[config.mk]
export PLATFORM = sky130hd
export DESIGN_NAME = ahb_pixel_reader
export DESIGN_NICKNAME = d
export VERILOG_FILES = /design/src/rtl/pixel_pkg.sv /design/src/rtl/pixel_fifo.sv /design/src/rtl/ahb_pixel_reader.sv
export SDC_FILE = /design/constraint.sdc
export NUM_CORES = 1
export LEC_CHECK = 0
export ABC_AREA = 1
export CAP_MARGIN = 20
export CORE_UTILIZATION = 35
export DETAILED_ROUTE_END_ITERATION = 6
export DONT_BUFFER_PORTS = 1
export PLACE_DENSITY = 0.53
export SETUP_SLACK_MARGIN = 0.4
export SLEW_MARGIN = 20
export SYNTH_ARGS = -nofsm -noshare
export SYNTH_HDL_FRONTEND = slang
export SYNTH_SLANG_ARGS = --single-unit
[constraint.sdc]
create_clock -name HCLK -period 4.15 [get_ports HCLK]
set_clock_uncertainty 0.1 [all_clocks]
set_input_delay 0.83 -clock HCLK [delete_from_list [all_inputs] [get_ports HCLK]]
set_output_delay 0.83 -clock HCLK [all_outputs]
set_load 0.02 [all_outputs]
[src/rtl/pixel_pkg.sv]
// Shared AHB encodings and reader FSM state type for the AHB pixel reader.
package pixel_pkg;

  localparam logic [1:0] HTRANS_IDLE   = 2'b00;
  localparam logic [1:0] HTRANS_NONSEQ = 2'b10;
  localparam logic [2:0] HSIZE_WORD    = 3'b010;
  localparam logic [2:0] HBURST_SINGLE = 3'b000;

  typedef enum logic [1:0] {
    S_IDLE,
    S_FETCH,
    S_DRAIN
  } reader_state_t;

endpackage

[src/rtl/pixel_fifo.sv]
// Synchronous power-of-two pixel FIFO with occupancy count and flush.
module pixel_fifo #(
  parameter  int WIDTH = 1,
  parameter  int DEPTH = 4,
  localparam int AW    = $clog2(DEPTH),
  localparam int CW    = $clog2(DEPTH + 1)
) (
  input  logic             clk_i,
  input  logic             rst_i,
  input  logic             flush_i,
  input  logic             push_i,
  input  logic [WIDTH-1:0] wdata_i,
  input  logic             pop_i,
  output logic [WIDTH-1:0] rdata_o,
  output logic             empty_o,
  output logic             full_o,
  output logic [CW-1:0]    count_o
);

  logic [WIDTH-1:0] mem_q [DEPTH];
  logic [AW-1:0]    wptr_q;
  logic [AW-1:0]    rptr_q;
  logic [CW-1:0]    cnt_q;
  logic             do_push;
  logic             do_pop;

  assign empty_o = (cnt_q == '0);
  assign full_o  = (cnt_q == CW'(DEPTH));
  assign count_o = cnt_q;
  assign rdata_o = mem_q[rptr_q];

  // A full FIFO may still accept a push when the head leaves the same cycle.
  assign do_pop  = pop_i & ~empty_o;
  assign do_push = push_i & (~full_o | do_pop);

  always_ff @(posedge clk_i) begin
    if (rst_i || flush_i) begin
      wptr_q <= '0;
      rptr_q <= '0;
      cnt_q  <= '0;
    end else begin
      if (do_push) wptr_q <= wptr_q + AW'(1);
      if (do_pop)  rptr_q <= rptr_q + AW'(1);
      case ({do_push, do_pop})
        2'b10:   cnt_q <= cnt_q + CW'(1);
        2'b01:   cnt_q <= cnt_q - CW'(1);
        default: cnt_q <= cnt_q;
      endcase
    end
  end

  always_ff @(posedge clk_i) begin
    if (do_push) mem_q[wptr_q] <= wdata_i;
  end

endmodule

[src/rtl/ahb_pixel_reader.sv]
// AHB-Lite master streaming one frame of pixels into a valid/ready port.
// Define AHB_PIXEL_READER_ERR_EN to add HRESP abort handling and the err output.
module ahb_pixel_reader
  import pixel_pkg::*;
#(
  parameter logic [31:0] BASE_ADDR  = 32'h2000_0000,
  parameter int          NUM_PIXELS = 307200,
  parameter int          BPP        = 1,
  parameter int          FIFO_DEPTH = 4
) (
  input  logic           HCLK,
  input  logic           HRESET,
  output logic [31:0]    HADDR,
  output logic [1:0]     HTRANS,
  output logic           HWRITE,
  output logic [2:0]     HSIZE,
  output logic [2:0]     HBURST,
  input  logic           HREADY,
  input  logic [31:0]    HRDATA,
  input  logic           HRESP,
  input  logic           start,
  output logic [BPP-1:0] pix_data,
  output logic           pix_valid,
  input  logic           pix_ready,
  output logic           pix_first,
  output logic           busy,
`ifdef AHB_PIXEL_READER_ERR_EN
  output logic           err,
`endif
  output logic           frame_done
);

  localparam int            CW   = $clog2(NUM_PIXELS + 1);
  localparam int            FCW  = $clog2(FIFO_DEPTH + 1);
  localparam logic [CW-1:0] LAST = CW'(NUM_PIXELS - 1);

  reader_state_t state_q, state_d;
  logic [CW-1:0] addr_cnt_q, addr_cnt_d;
  logic [CW-1:0] pix_cnt_q, pix_cnt_d;
  logic          out_q, out_d;
  logic          done_q, done_d;
  logic [FCW-1:0] fifo_cnt;
  logic [FCW:0]  used;
  logic          fifo_empty;
  logic          fifo_full;
  logic          credit_ok;
  logic          issue;
  logic          addr_fire;
  logic          data_fire;
  logic          pop;
  logic          start_ok;
  logic          last_pop;
  logic          err_hit;
  logic          unused_bits;

  assign unused_bits = ^{HRDATA, HRESP, fifo_full};

`ifdef AHB_PIXEL_READER_ERR_EN
  logic err_q, err_d;

  assign err_hit = out_q & HRESP;
  assign err     = err_q;

  always_comb begin
    err_d = err_q;
    if (start_ok)     err_d = 1'b0;
    else if (err_hit) err_d = 1'b1;
  end

  always_ff @(posedge HCLK) begin
    if (HRESET) err_q <= 1'b0;
    else        err_q <= err_d;
  end
`else
  assign err_hit = 1'b0;
`endif

  // Credits cover buffered pixels plus the one still in its data phase.
  assign used      = {1'b0, fifo_cnt} + (FCW + 1)'(out_q);
  assign credit_ok = used < (FCW + 1)'(FIFO_DEPTH);
  assign issue     = (state_q == S_FETCH) & credit_ok & ~err_hit;
  assign addr_fire = issue & HREADY;
  assign data_fire = out_q & HREADY & ~err_hit;
  assign pop       = pix_valid & pix_ready;
  assign start_ok  = start & (state_q == S_IDLE);
  assign last_pop  = pop & (pix_cnt_q == LAST) & (state_q == S_DRAIN);

  pixel_fifo #(
    .WIDTH (BPP),
    .DEPTH (FIFO_DEPTH)
  ) u_fifo (
    .clk_i   (HCLK),
    .rst_i   (HRESET),
    .flush_i (err_hit),
    .push_i  (data_fire),
    .wdata_i (HRDATA[BPP-1:0]),
    .pop_i   (pop),
    .rdata_o (pix_data),
    .empty_o (fifo_empty),
    .full_o  (fifo_full),
    .count_o (fifo_cnt)
  );

  always_ff @(posedge HCLK) begin
    if (HRESET) begin
      state_q    <= S_IDLE;
      addr_cnt_q <= '0;
      pix_cnt_q  <= '0;
      out_q      <= 1'b0;
      done_q     <= 1'b0;
    end else begin
      state_q    <= state_d;
      addr_cnt_q <= addr_cnt_d;
      pix_cnt_q  <= pix_cnt_d;
      out_q      <= out_d;
      done_q     <= done_d;
    end
  end

  always_comb begin
    state_d = state_q;
    case (state_q)
      S_IDLE:  if (start_ok) state_d = S_FETCH;
      S_FETCH: begin
        if (err_hit)                              state_d = S_IDLE;
        else if (addr_fire && addr_cnt_q == LAST) state_d = S_DRAIN;
      end
      S_DRAIN: begin
        if (err_hit || last_pop) state_d = S_IDLE;
      end
      default: state_d = S_IDLE;
    endcase
  end

  always_comb begin
    addr_cnt_d = addr_cnt_q;
    pix_cnt_d  = pix_cnt_q;
    out_d      = out_q;
    done_d     = last_pop & ~err_hit;
    if (start_ok) begin
      addr_cnt_d = '0;
      pix_cnt_d  = '0;
    end else begin
      if (addr_fire) addr_cnt_d = addr_cnt_q + CW'(1);
      if (pop)       pix_cnt_d  = pix_cnt_q + CW'(1);
    end
    if (err_hit)        out_d = 1'b0;
    else if (addr_fire) out_d = 1'b1;
    else if (data_fire) out_d = 1'b0;
  end

  always_comb begin
    HTRANS = issue ? HTRANS_NONSEQ : HTRANS_IDLE;
    busy   = (state_q != S_IDLE);
  end

  assign HADDR      = BASE_ADDR + (32'(addr_cnt_q) << 2);
  assign HWRITE     = 1'b0;
  assign HSIZE      = HSIZE_WORD;
  assign HBURST     = HBURST_SINGLE;
  assign pix_valid  = ~fifo_empty;
  assign pix_first  = pix_valid & (pix_cnt_q == '0);
  assign frame_done = done_q;

endmodule

* Yosys cells after proc, flatten, opt, wreduce, memory -nomap -nowiden
Memories as Yosys holds them, arrays and structs flattened. A register that Yosys moved wholly into a read port is not among the register bits.
Cells that the tools add are included.
** Word-level totals
- Flip-flop bits (word level) :: 49
- Input port bits :: 38
- Logic and storage cells :: 62
- RAM bits :: 4
- Output and inout bits :: 46
- Memories kept :: 1
** Memory list
- u_fifo.mem_q :: depth 4, bits a word 1, rd ports 1, clocked after Yosys merged registers in 1, wr ports 1, RTL line pixel_fifo.sv:20 : logic [WIDTH-1:0] mem_q [DEPTH];
** Cells by class
- $lt $le $gt $ge :: 1
- Equal/unequal tests :: 10
- $add $sub $neg :: 8
- Reductions and logical operators :: 9
- Bitwise operators :: 13
- Mux-type cells :: 12
** Operator list (number)
- adder 19 x 1 -> 19 bit, second input constant :: 2
- equality test 19 bit, second input constant :: 2
- adder 30 x 21 -> 31 bit, first input constant :: 1
- logical NOT 19 bit :: 1
- 2-to-1 mux 2 bit :: 6
- AND 1 bit :: 10
- case mux 2 bit (3 select lines) :: 1
- case mux 3 bit (2 select lines) :: 1
- nonzero test 2 bit :: 3
- adder 2 x 1 -> 2 bit, second input constant :: 2
- adder 3 x 1 -> 4 bit :: 1
- equality test 2 x 1 -> 1 bit, second input constant :: 2
- equality test 2 bit, second input constant :: 2
- less-than comparator 4 x 3 -> 1 bit, second input constant :: 1
- 2-to-1 mux 1 bit :: 4
- inequality test 2 bit, second input constant :: 2
- adder 3 x 1 -> 3 bit, second input constant :: 1
- equality test 3 bit, second input constant :: 1
- logical NOT 3 bit :: 1
- AND reduction 3 bit :: 1
- subtractor 3 x 1 -> 3 bit, second input constant :: 1
- logical NOT 2 bit :: 1
- inequality test 2 x 1 -> 1 bit, second input constant :: 1
- inverter 1 bit :: 2
- 3 further kinds :: 3

* Depth between registers and ports, before layout
Gate-level depths: netlist (run 1).
- Depth after elaboration :: 8
- Gate-level depth with buffers :: 10
- Gate-level depth less buffers :: 10

* Modules after synthesis
Synthesis (run 1) repeated with hierarchy kept, for this count alone.
** Unflattened totals
- Cell total of the unflattened synthesis :: 439
- Area total of the unflattened synthesis :: 3066.7 um^2
** Modules (own cells, without submodules)
- ahb_pixel_reader :: seq. area each 840.8 um^2, area each 2427.3 um^2, cells an instance 365, instances 1
- pixel_fifo :: seq. area each 300.3 um^2, area each 639.4 um^2, cells an instance 74, instances 1

* Least setup slack after synthesis (run 1)
No wires, ideal clock.
- Path type :: flip-flop to output port
- From :: register u_fifo.cnt_q[0] (netlist: u_fifo.count_o[0])
- To :: output port pix_first
- Slack :: 1.860 ns
- Cell stages (with the launch flop) :: 5
- Required time :: 3.220 ns
- Path buffers :: 0
- Data arrival time :: 1.360 ns
- Cell sequence :: dfxtp_1 nor2_4 nand2_4 nand4_1 nor4_1
** On the way
- Longest elaborated chain between the ends :: 3
** Ends and longest elaborated chain
- from (decl) :: RTL line pixel_fifo.sv:23 : logic [CW-1:0] cnt_q;
- from (signal assigned) :: RTL line pixel_fifo.sv:45 : 2'b10: cnt_q <= cnt_q + CW'(1);
- from (signal assigned) :: RTL line pixel_fifo.sv:46 : 2'b01: cnt_q <= cnt_q - CW'(1);
- from (signal assigned) :: RTL line pixel_fifo.sv:47 : default: cnt_q <= cnt_q;
- logical NOT 3 bit :: RTL line pixel_fifo.sv:27 : assign empty_o = (cnt_q == '0);
- inverter 1 bit :: RTL line ahb_pixel_reader.sv:161 : assign pix_valid = ~fifo_empty;
- via pix_valid :: RTL line ahb_pixel_reader.sv:23 : output logic pix_valid,
- AND 1 bit :: RTL line ahb_pixel_reader.sv:162 : assign pix_first = pix_valid & (pix_cnt_q == '0);
- to (decl) :: RTL line ahb_pixel_reader.sv:25 : output logic pix_first,
The timed path passes the listed nets, and every way through them passes these cells.

* Worst setup path in the final report (run 1)
- From :: register pix_cnt_q[0]
- To :: output port pix_first
** On the way
- Longest elaborated chain between the ends :: 2
** Ends and longest elaborated chain
- from (decl) :: RTL line ahb_pixel_reader.sv:39 : logic [CW-1:0] pix_cnt_q, pix_cnt_d;
- from (signal assigned) :: RTL line ahb_pixel_reader.sv:114 : pix_cnt_q <= pix_cnt_d;
- logical NOT 19 bit :: RTL line ahb_pixel_reader.sv:162
- AND 1 bit :: RTL line ahb_pixel_reader.sv:162
No other way between the ends.

==> results of run 1 <==
## layout make-up
cell class,instances,area (um^2),share of cell area
inverters,56,210,0.0640
clock buffers,5,68.8,0.0210
multi-input cells,342,1700,0.518
flip-flops and latches,55,1140,0.348
repair buffers,1,7.51,0.00229
clock inverters,3,20.0,0.00610
well taps,108,135,0.0412
## registers in the layout, indices dropped and copies added (netlist names), named ones only
register,count
u_fifo.count_o,3
u_fifo.mem_q,4
out_q,1
addr_cnt_q,19
u_fifo.wptr_q,2
state_q,2
u_fifo.rptr_q,2
frame_done,1
pix_cnt_q,19
## per-layer routing
metal / wire (um) / vias up / track usage / part of all wire
met5: 0 / - / 0 / 0
met4: 109 / 0 / 0.0407 / 0.016
met3: 460 / 9 / 0.0532 / 0.066
met2: 3080 / 57 / 0.250 / 0.44
met1: 3300 / 1196 / 0.182 / 0.47
li1: - / 1431 / - / -
## path summary, 6_finish.rpt
path                                       start                             end  slack (ns)
setup / recovery       pix_cnt_q[0]$_SDFFE_PP0P_                       pix_first        1.31
hold / removal     u_fifo.rptr_q[1]$_SDFFE_PP0P_                        register        0.39
setup reg to reg  u_fifo.count_o[0]$_SDFFE_PP0P_  u_fifo.count_o[2]$_SDFFE_PP0P_        2.12
hold reg to reg    u_fifo.rptr_q[1]$_SDFFE_PP0P_                        register        0.39
## per-stage QoR
stage	instances	power [W]	area (um^2)	worst slack [ns]	util
CTS	570	0.00120	3280	1.24	0.375
floorplan	482	0.000852	3260	1.86	-
global placement	562	0.000884	3190	1.64	0.365
finish	570	0.00118	3280	1.31	0.375
detailed placement	562	0.000890	3190	1.61	0.365
global route	570	0.00125	3280	1.22	0.375
## worst max-delay path: stages (launching register included)
cell and delay, ns:
sky130_fd_sc_hd__dfxtp_1 0.36, sky130_fd_sc_hd__inv_1 0.14, sky130_fd_sc_hd__ha_1 0.19, sky130_fd_sc_hd__nand4_1 0.11, sky130_fd_sc_hd__nor4_1 0.79
## placed cells by master (no fill, tap or decap), types with 5 or more instances in the layout
master / count
sky130_fd_sc_hd__a21oi_1: 39
sky130_fd_sc_hd__clkbuf_8: 5
sky130_fd_sc_hd__conb_1: 21
sky130_fd_sc_hd__dfxtp_1: 51
sky130_fd_sc_hd__ha_1: 7
sky130_fd_sc_hd__inv_1: 50
sky130_fd_sc_hd__inv_2: 6
sky130_fd_sc_hd__nand2_1: 115
sky130_fd_sc_hd__nand3_1: 23
sky130_fd_sc_hd__nand4_1: 9
sky130_fd_sc_hd__nor2_1: 54
sky130_fd_sc_hd__nor2_2: 5
sky130_fd_sc_hd__nor3_1: 12
sky130_fd_sc_hd__o21ai_0: 15
sky130_fd_sc_hd__o21ai_1: 7
sky130_fd_sc_hd__xor2_1: 5
## cells by family (layout without fill, tap and decap cells)
family	count (synthesis)	in the layout	synth area share
xor+xnor	7	7	0.0193
simple gates	241	241	0.351
other cells	2	21	0.00236
buf+inv	85	65	0.130
compound gates	65	65	0.105
fa+ha+maj	8	8	0.0338
flops	55	55	0.358
## power by group through the flow
stage / sequential (W) / combinational (W) / clock [W]
2_1_floorplan: 0.000598 / 0.000253 / 0
3_3_place_gp: 0.000604 / 0.000280 / 0
3_5_place_dp: 0.000604 / 0.000285 / 0
4_1_cts: 0.000592 / 0.000286 / 0.000318
5_1_grt: 0.000597 / 0.000311 / 0.000339
6_report: 0.000592 / 0.000279 / 0.000307
==> results.md, run 1 <==
| Step | Result | Reported |
|:---|:---|:---|
| outcome | Run status | finished clean |
| floorplan | Total number of placement rows | 34 |
| clock network | H-tree level count | 2 |
| synthesis | Syn Inst Count | 463 |
| routing | Post-route antenna net violation count | 0 |
| critical path | Type of destination of the critical path | output port |
| critical path | Critical path start-end classification | reg2out |
| power | Clock share of power | 0.260 |
| synthesis | Yosys cell types | 38 |
| floorplan | Floorplan Core Area | 8760 um^2 |
| power | Standby leakage power | 1.11 nW |
| floorplan | Count of pins on the block boundary | 84 |
| timing | Min cycle time layout | 2.84 ns |
| power | Power density of the placed cells | 359 nW/um^2 |
| worst hold path | Hold path depth | 2 |
| timing | Final hold violations | 0 |
| synthesis | Yosys warns | 0 |
| floorplan | Initial cell density of the core | 0.363 |
| clock network | Clock tree root buffer cell | sky130_fd_sc_hd__clkbuf_8 |
| routing | Detail-routed net length per standard cell | 12.2 um |
| power | Switching pwr | 0.000431 W |
| synthesis | Largest area contributor in the synthesized netlist | sky130_fd_sc_hd__dfxtp_1 |
| power | Peak VDD IR | 0.165 mV |
| synthesis | Post-Synthesis Mean Instance Area | 6.88 um^2 |
| clock network | Post-CTS Repair Setup Buffers | 0 |
| routing | Number of vias after detailed routing | 2693 |
| clock network | Number of buffers created by CTS | 5 |
| placed design | Final RePlAce weighted congestion | 0.867 |
| final layout | Fraction of layout cells with a size suffix above 1 | 0.0801 |
| timing | Final setup TNS | 0 ns |
| synthesis | Dominant cells by area after synthesis | sky130_fd_sc_hd__dfxtp_1 (32%), sky130_fd_sc_hd__nand2_1 (14%), sky130_fd_sc_hd__nor2_1 (6.4%), sky130_fd_sc_hd__a21oi_1 (6.1%), sky130_fd_sc_hd__inv_1 (5.9%) |
| routing | Router iterations before antenna repair | 4 |
| clock network | Later-pin clock latency in the skew report | 0.32 ns |
| routing | Per-cell via count in the routed design | 4.72 |
| critical path | Data arrival time of the worst path | 1.91 ns |
| synthesis | Top cells by instance count after synthesis | sky130_fd_sc_hd__nand2_1 (115), sky130_fd_sc_hd__nor2_1 (54), sky130_fd_sc_hd__dfxtp_1 (51) |
| power | Combinational group share of total power | 0.237 |
| synthesis | Part of the Yosys area used for sequential elements | 0.358 |
| placed design | Quantity of I/O buffers inserted on ports | 0 |
| clock network | Quantity of gates resized following cts | 0 |
| timing | Setup Viol. Count Final | 0 |
| final layout | Area added between synthesis and finish | 3.10% |
| timing | Fraction of the cycle the final worst path needs | 0.684 |
| critical path | Worst setup SP type | register |
| floorplan | Chip Width | 97.4 um |
| clock network | Clock-pin slew of the registers on the worst-case setup and hold paths | 0.11 ns |
| global route | Number of antenna violations at the first check in global routing | 0 |
| synthesis | Number of enable-type register cells in the synthesized netlist | 4 |
| floorplan | Floorplan die area | 9480 um^2 |
| critical path | Peak fanout along the critical path | 5 |
| clock network | Number of buffers added to fix hold violations after cts | 0 |
| global route | First-pass GRT wire length | 11600 um |
| placed design | Estimated wirelength of the detail-placed design | 5190 um |
| synthesis | Library cell with the highest instance count after synthesis | sky130_fd_sc_hd__nand2_1 |
| power | Cell internal pwr | 0.000746 W |
| clock network | Max clock buf depth | 2 |
| final layout | Final-stage net count | 507 |
| routing | Number of DRC markers after the initial detailed-route iteration | 90 |
| synthesis | Synthesized area | 3180 um^2 |
| worst hold path | Path category of the worst min-delay check | reg2reg |
| critical path | FF-to-FF path depth | 9 |
| clock network | CTS tree | built |
| routing | Final routed wirelength across all metal layers | 6950 um |
| flow run | Maximum capacitance violations | 0 |
| power | Switching Fraction | 0.366 |
| timing | RSZ-0062 raised after global routing | no |
| synthesis | Portion of synthesized cell area occupied by the leading cell type | 0.321 |
| global route | Pin count of the biggest net entering global routing | 24 |
| global route | Total global routing overflow | 0 |
| timing | Fmax | 352 MHz |
| final layout | # diodes | 0 |
| timing | Slew at the pin closest to its max-slew limit | 0.939 ns |
| floorplan | Vertical die dimension | 97.4 um |
| critical path | Worst endpoint required time | 3.22 ns |
| routing | Total DRC errors in the routed layout | 0 |
| global route | Total routing resource utilization after global routing | 0.150 |
| synthesis | Primary flip-flop cell chosen by synthesis mapping | sky130_fd_sc_hd__dfxtp_1 |
| synthesis | Number of synthesized register bits | 55 |
| timing | Number of pins exceeding their max-slew limit in the final report | 0 |
| timing | Worst hold-check slack | 0.390 ns |
| synthesis | Fraction of registers with async set/reset | 0 |
| timing | Remaining max-slew budget at the tightest pin | 0.368 |
| power | Relative contribution of sequential cells to total power | 0.503 |
| clock network | Sink count of the clock tree | 55 |
| final layout | Total of fill cells in the finished design | 938 |
| global route | Vias in the first global route | 2560 |
Note: power is estimated with default switching activity, not from simulation.
==> run 2: changes to the inputs <==
==> constraint.sdc (replaced) <==
create_clock -name HCLK -period 2.7 [get_ports HCLK]
set_clock_uncertainty 0.1 [all_clocks]
set_input_delay 0.54 -clock HCLK [delete_from_list [all_inputs] [get_ports HCLK]]
set_output_delay 0.54 -clock HCLK [all_outputs]
set_load 0.02 [all_outputs]
==> run 2 against run 1 <==
- core utilization grew 0.33 points
- power is 56% higher
- critical path type unchanged
- combinational power rose by 62%
- clock power up 55%
==> results.md, run 2 (synthesized netlist as in run 1, its figures left out) <==
| Step | Result | Reported |
|:---|:---|:---|
| outcome | Run status | finished clean |
| worst hold path | Startpoint of the worst hold path | HRESET |
| global route | Total global routing overflow | 0 |
| placed design | Estimated wirelength of the detail-placed design | 5130 um |
| timing | RSZ-0062 raised after global routing | no |
| clock network | CTS tree | built |
| global route | Pin count of the biggest net entering global routing | 23 |
| power | Standby leakage power | 1.12 nW |
| routing | Router iterations before antenna repair | 5 |
| critical path | Critical path start-end classification | reg2out |
| critical path | Worst endpoint required time | 2.06 ns |
| critical path | Cell type of the slowest stage on the worst timing path | sky130_fd_sc_hd__dfxtp_1 |
| power | Total Power | 0.00184 W |
| timing | Worst hold-check slack | 0.176 ns |
| critical path | Worst setup SP type | register |
| critical path | Type of destination of the critical path | output port |
| timing | Min cycle time layout | 2.12 ns |
| final layout | Final-stage net count | 509 |
| clock network | Max clock buf depth | 2 |
| clock network | H-tree level count | 2 |
| critical path | Cell-by-cell trace of the critical path | inv_1 -> nand2_1 -> nor3_2 -> nand3_1 -> nor4_2 -> buf_4 |
| global route | First-pass GRT wire length | 11900 um |
| power | Switching pwr | 0.000672 W |
| clock network | Later-pin clock latency in the skew report | 0.32 ns |
| floorplan | Count of pins on the block boundary | 84 |
| global route | Vias in the first global route | 2586 |
| final layout | Total of fill cells in the finished design | 961 |
| routing | Number of vias after detailed routing | 2774 |
| power | Peak VDD IR | 0.254 mV |
| worst hold path | Hold path depth | 1 |
| flow run | Maximum capacitance violations | 0 |
| timing | Fraction of the cycle the final worst path needs | 0.785 |
| power | Power density of the placed cells | 555 nW/um^2 |
| floorplan | Floorplan die area | 9480 um^2 |
| final layout | Fraction of layout cells with a size suffix above 1 | 0.0948 |
| power | Combinational group share of total power | 0.246 |
| final layout | Utilization after layout | 0.378 |
| worst hold path | Path category of the worst min-delay check | in2reg |
| placed design | Final RePlAce weighted congestion | 0.870 |
| critical path | Minimum setup slack among reg-to-reg paths | 0.70 ns |
| critical path | Data arrival time of the worst path | 1.48 ns |
| routing | Per-cell via count in the routed design | 4.85 |
| timing | Fmax | 472 MHz |
| critical path | End of the worst register-to-register path | u_fifo.count_o[2]$_SDFFE_PP0P_ |
| power | Clock share of power | 0.258 |
| global route | Total routing resource utilization after global routing | 0.152 |
| critical path | Delay of the slowest critical-path stage | 0.35 ns |
| final layout | Commonest cells after routing, fill and taps aside | sky130_fd_sc_hd__nand2_1 (115), sky130_fd_sc_hd__nor2_1 (54), sky130_fd_sc_hd__inv_1 (49), sky130_fd_sc_hd__dfxtp_1 (49), sky130_fd_sc_hd__a21oi_1 (39) |
| final layout | Largest registers ranked by flip-flop count | addr_cnt_q (19), pix_cnt_q (19), u_fifo.mem_q (4) |
| critical path | FF-to-FF path depth | 9 |
| routing | Total DRC errors in the routed layout | 0 |
| global route | Number of antenna violations at the first check in global routing | 0 |
| routing | Post-route antenna net violation count | 0 |
| worst hold path | Endpoint, Worst Hold | state_q[1]$_SDFFE_PP0P_ |
| power | Relative contribution of sequential cells to total power | 0.496 |
| floorplan | Initial cell density of the core | 0.363 |
| clock network | Sink count of the clock tree | 55 |
| timing | Setup Viol. Count Final | 0 |
| clock network | Number of buffers created by CTS | 5 |
| timing | Number of pins exceeding their max-slew limit in the final report | 0 |
| routing | Detail-routed net length per standard cell | 12.1 um |
| placed design | Placed instance area | 3210 um^2 |
| floorplan | Total number of placement rows | 34 |
| critical path | Peak fanout along the critical path | 4 |
| final layout | Commonest non-fill, non-tap cell in the layout | sky130_fd_sc_hd__nand2_1 |
| power | Switching Fraction | 0.365 |
| clock network | Post-CTS Repair Setup Buffers | 0 |
| placed design | Quantity of I/O buffers inserted on ports | 0 |
| floorplan | Floorplan Core Area | 8760 um^2 |
| critical path | Origin of the critical flop-to-flop path | u_fifo.count_o[1]$_SDFFE_PP0P_ |
| power | Cell internal pwr | 0.00117 W |
| clock network | Clock-pin slew of the registers on the worst-case setup and hold paths | 0.11 ns |
| timing | Final setup TNS | 0 ns |
| clock network | Clock tree root buffer cell | sky130_fd_sc_hd__clkbuf_8 |
| floorplan | Chip Width | 97.4 um |
| final layout | Area added between synthesis and finish | 4.01% |
| final layout | # diodes | 0 |
| routing | Number of DRC markers after the initial detailed-route iteration | 107 |
| final layout | Post-route design area | 3310 um^2 |
| floorplan | Vertical die dimension | 97.4 um |
| routing | Final routed wirelength across all metal layers | 6930 um |
| timing | Final hold violations | 0 |
-- run 2: worst max path at each step --
stage,startpoint,endpoint,slack [ns],depth (start not counted)
finish,pix_cnt_q[17]$_SDFFE_PP0P_,pix_first,0.58,6
global route,pix_cnt_q[16]$_SDFFE_PP0P_,pix_first,0.40,6
CTS,pix_cnt_q[0]$_SDFFE_PP0P_,pix_first,0.40,5
detailed placement,u_fifo.count_o[0]$_SDFFE_PP0P_,u_fifo.count_o[2]$_SDFFE_PP0P_,0.69,9
global placement,u_fifo.count_o[0]$_SDFFE_PP0P_,u_fifo.count_o[2]$_SDFFE_PP0P_,0.72,9
floorplan,u_fifo.count_o[0]$_SDFFE_PP0P_,pix_first,0.70,4
-- run 2: timing repair --
action | 4_1_cts | 5_1_grt
hold buffers | 0 | 0
endpoints found under the setup margin | 0 | 1
resized for setup | 0 | 5
-- run 2: cell type report --
class | count | area, um^2 | area share
clock buffers | 5 | 68.8 | 0.0208
clock inverters | 3 | 20.0 | 0.00604
inverters | 56 | 210 | 0.0635
multi-input cells | 342 | 1710 | 0.517
flip-flops and latches | 55 | 1140 | 0.345
well taps | 108 | 135 | 0.0408
repair buffers | 3 | 22.5 | 0.00680
-- run 2: power by group through the flow --
stage | clock [W] | sequential [W] | combinational (W)
3_3_place_gp | 0 | 0.000928 | 0.000450
5_1_grt | 0.000521 | 0.000921 | 0.000503
6_report | 0.000475 | 0.000913 | 0.000452
2_1_floorplan | 0 | 0.000920 | 0.000389
4_1_cts | 0.000494 | 0.000911 | 0.000455
3_5_place_dp | 0 | 0.000930 | 0.000454
-- run 2: per-layer routing --
layer / global-route usage / vias up / share of wire
li1: - / 1437 / -
met4: 0.0509 / 0 / 0.017
met2: 0.251 / 85 / 0.44
met1: 0.188 / 1241 / 0.46
met5: 0 / - / 0
met3: 0.0489 / 11 / 0.078
-- run 2: worst max-delay path, delay by kind of cell (launching register included) --
family | cells | cell delay, ns
DFF | 1 | 0.35
buffers and inverters | 2 | 0.27
and+or+nand+nor | 4 | 0.54
-- run 2: metrics by stage --
stage | setup slack (ns) | std cells
floorplan | 0.700 | 482
global placement | 0.719 | 564
detailed placement | 0.686 | 564
CTS | 0.400 | 572
global route | 0.402 | 572
finish | 0.580 | 572
==> run 3: changes to the inputs <==
==> constraint.sdc (replaced) <==
create_clock -name HCLK -period 2.1 [get_ports HCLK]
set_clock_uncertainty 0.1 [all_clocks]
set_input_delay 0.42 -clock HCLK [delete_from_list [all_inputs] [get_ports HCLK]]
set_output_delay 0.42 -clock HCLK [all_outputs]
set_load 0.02 [all_outputs]
==> run 3 against run 2 <==
- sequential power increased by 29%
- cell area increased by 8.6%
- clock-buffer cell count unchanged
- first-iteration DRC count increased by 21%
- flip-flop and latch count unchanged
- critical path type unchanged
==> results.md, run 3 (synthesized netlist as in run 1, its figures left out) <==
| Step | Result | Reported |
|:---|:---|:---|
| outcome | Run status | finished clean |
| floorplan | Floorplan Core Area | 8760 um^2 |
| power | Peak VDD IR | 0.337 mV |
| routing | Router iterations before antenna repair | 4 |
| clock network | H-tree level count | 2 |
| final layout | Commonest non-fill, non-tap cell in the layout | sky130_fd_sc_hd__nand2_1 |
| final layout | Largest registers ranked by flip-flop count | addr_cnt_q (19), pix_cnt_q (19), u_fifo.mem_q (4) |
| placed design | Final RePlAce weighted congestion | 0.808 |
| routing | Total DRC errors in the routed layout | 0 |
| timing | Setup Viol. Count Final | 0 |
| floorplan | Floorplan die area | 9480 um^2 |
| critical path | Cell-by-cell trace of the critical path | inv_4 -> ha_4 -> nand4_1 -> nor4_2 -> buf_4 |
| worst hold path | Path category of the worst min-delay check | in2reg |
| final layout | Commonest cells after routing, fill and taps aside | sky130_fd_sc_hd__nand2_1 (114), sky130_fd_sc_hd__nor2_1 (54), sky130_fd_sc_hd__inv_1 (45) |
| timing | Min cycle time layout | 1.93 ns |
| floorplan | Count of pins on the block boundary | 84 |
| clock network | Clock tree root buffer cell | sky130_fd_sc_hd__clkbuf_8 |
| critical path | Worst endpoint required time | 1.58 ns |
| critical path | Worst setup SP type | register |
| routing | Final routed wirelength across all metal layers | 7210 um |
| floorplan | Vertical die dimension | 97.4 um |
| final layout | Area added between synthesis and finish | 12.9% |
| clock network | Clock-pin slew of the registers on the worst-case setup and hold paths | 0.11 ns |
| final layout | Post-route design area | 3600 um^2 |
| final layout | Fraction of layout cells with a size suffix above 1 | 0.185 |
| global route | Pin count of the biggest net entering global routing | 23 |
| final layout | Filler-free cell count of the finished design | 590 |
| critical path | Cell type of the slowest stage on the worst timing path | sky130_fd_sc_hd__dfxtp_4 |
| clock network | Sink count of the clock tree | 55 |
| clock network | CTS tree | built |
| routing | Number of vias after detailed routing | 2849 |
| critical path | Delay of the slowest critical-path stage | 0.38 ns |
| clock network | Number of buffers created by CTS | 5 |
| global route | First-pass GRT wire length | 11800 um |
| critical path | Critical path start-end classification | reg2out |
| flow run | Maximum capacitance violations | 0 |
| global route | Number of antenna violations at the first check in global routing | 0 |
| routing | Post-route antenna net violation count | 0 |
| floorplan | Total number of placement rows | 34 |
| clock network | Number of buffers added to fix hold violations after cts | 0 |
| timing | Number of pins exceeding their max-slew limit in the final report | 0 |
| critical path | Combined buffer and inverter count along the critical path | 2 |
| global route | Vias in the first global route | 2500 |
| routing | Per-cell via count in the routed design | 4.83 |
| timing | RSZ-0062 raised after global routing | yes |
| critical path | Type of destination of the critical path | output port |
| power | Standby leakage power | 1.27 nW |
| placed design | Number of cells after detailed placement | 569 |
| placed design | Estimated wirelength of the detail-placed design | 5330 um |
| floorplan | Initial cell density of the core | 0.363 |
| critical path | Top delay family on crit path | flip-flops |
| critical path | Peak fanout along the critical path | 3 |
| final layout | # diodes | 0 |
| routing | Number of DRC markers after the initial detailed-route iteration | 130 |
| power | Power density of the placed cells | 717 nW/um^2 |
| timing | Fraction of the cycle the final worst path needs | 0.921 |
| global route | Total global routing overflow | 0 |
| global route | Total routing resource utilization after global routing | 0.151 |
| clock network | Max clock buf depth | 2 |
| clock network | Later-pin clock latency in the skew report | 0.31 ns |
| timing | Final hold violations | 0 |
| timing | Fmax | 517 MHz |
| timing | Final setup TNS | 0 ns |
| routing | Detail-routed net length per standard cell | 12.2 um |
| floorplan | Chip Width | 97.4 um |
| final layout | Final-stage net count | 527 |
| placed design | Quantity of I/O buffers inserted on ports | 0 |
| critical path | Data arrival time of the worst path | 1.41 ns |
| placed design | Placed instance area | 3260 um^2 |
## run 3: power breakdown
group	total [W]	switching [W]	internal, W
logic	0.000776	0.000497	0.000279
clock network	0.000617	0.000375	0.000242
registers	0.00118	0.0000582	0.00113
total	0.00258	0.000930	0.00165
## run 3: final cells by class
cell class | count | area (um^2)
flip-flops and latches | 55 | 1170
repair buffers | 21 | 165
well taps | 108 | 135
fillers | 913 | 5170
inverters | 56 | 223
clock inverters | 3 | 23.8
clock buffers | 5 | 68.8
multi-input cells | 342 | 1810
## run 3: final timing paths
| kind | start | to | slack, ns | depth (start not counted) |
|---|---|---|---|---|
| worst max register to register | u_fifo.count_o[1]$_SDFFE_PP0P_ | u_fifo.count_o[2]$_SDFFE_PP0P_ | 0.44 | 9 |
| worst min-delay path | HRESET | out_q$_SDFFE_PP0P_ | 0.06 | 1 |
| worst max-delay path | pix_cnt_q[0]$_SDFFE_PP0P_ | pix_first | 0.17 | 5 |
| worst min register to register | u_fifo.rptr_q[1]$_SDFFE_PP0P_ | u_fifo.rptr_q[1]$_SDFFE_PP0P_ | 0.38 | 2 |
## run 3: repair_timing
item,CTS,global route
pin swaps,7,11
gates resized for setup,19,28
setup buffers,7,6
setup endpoints to repair,5,25
## run 3: worst register-to-register path, cell delays in order, from the launching register on
cell and delay, ns:
sky130_fd_sc_hd__dfxtp_4 0.38, sky130_fd_sc_hd__nor2_4 0.05, sky130_fd_sc_hd__nand2_8 0.11, sky130_fd_sc_hd__nand2_8 0.06, sky130_fd_sc_hd__nor2_4 0.09, sky130_fd_sc_hd__inv_2 0.05
sky130_fd_sc_hd__fa_2 0.33, sky130_fd_sc_hd__or2_1 0.22, sky130_fd_sc_hd__a21oi_1 0.12, sky130_fd_sc_hd__nor2_1 0.05
## run 3: metrics by stage
step	util	setup slack (ns)	hold WS, ns	power [W]
after floorplan	-	0.402	0.342	0.00171
after global placement	0.372	0.259	0.360	0.00180
after detailed placement	0.372	0.251	0.362	0.00180
after CTS	0.394	0.0917	0.0414	0.00252
after global routing	0.410	0.0578	0.0320	0.00275
final	0.410	0.167	0.0594	0.00258
## run 3: metal layers
metal / GRT usage / up-vias / share of wire
met5: 0 / - / 0
met4: 0.0362 / 0 / 0.0040
met3: 0.0410 / 2 / 0.049
met2: 0.252 / 59 / 0.47
met1: 0.194 / 1309 / 0.48
li1: - / 1479 / -
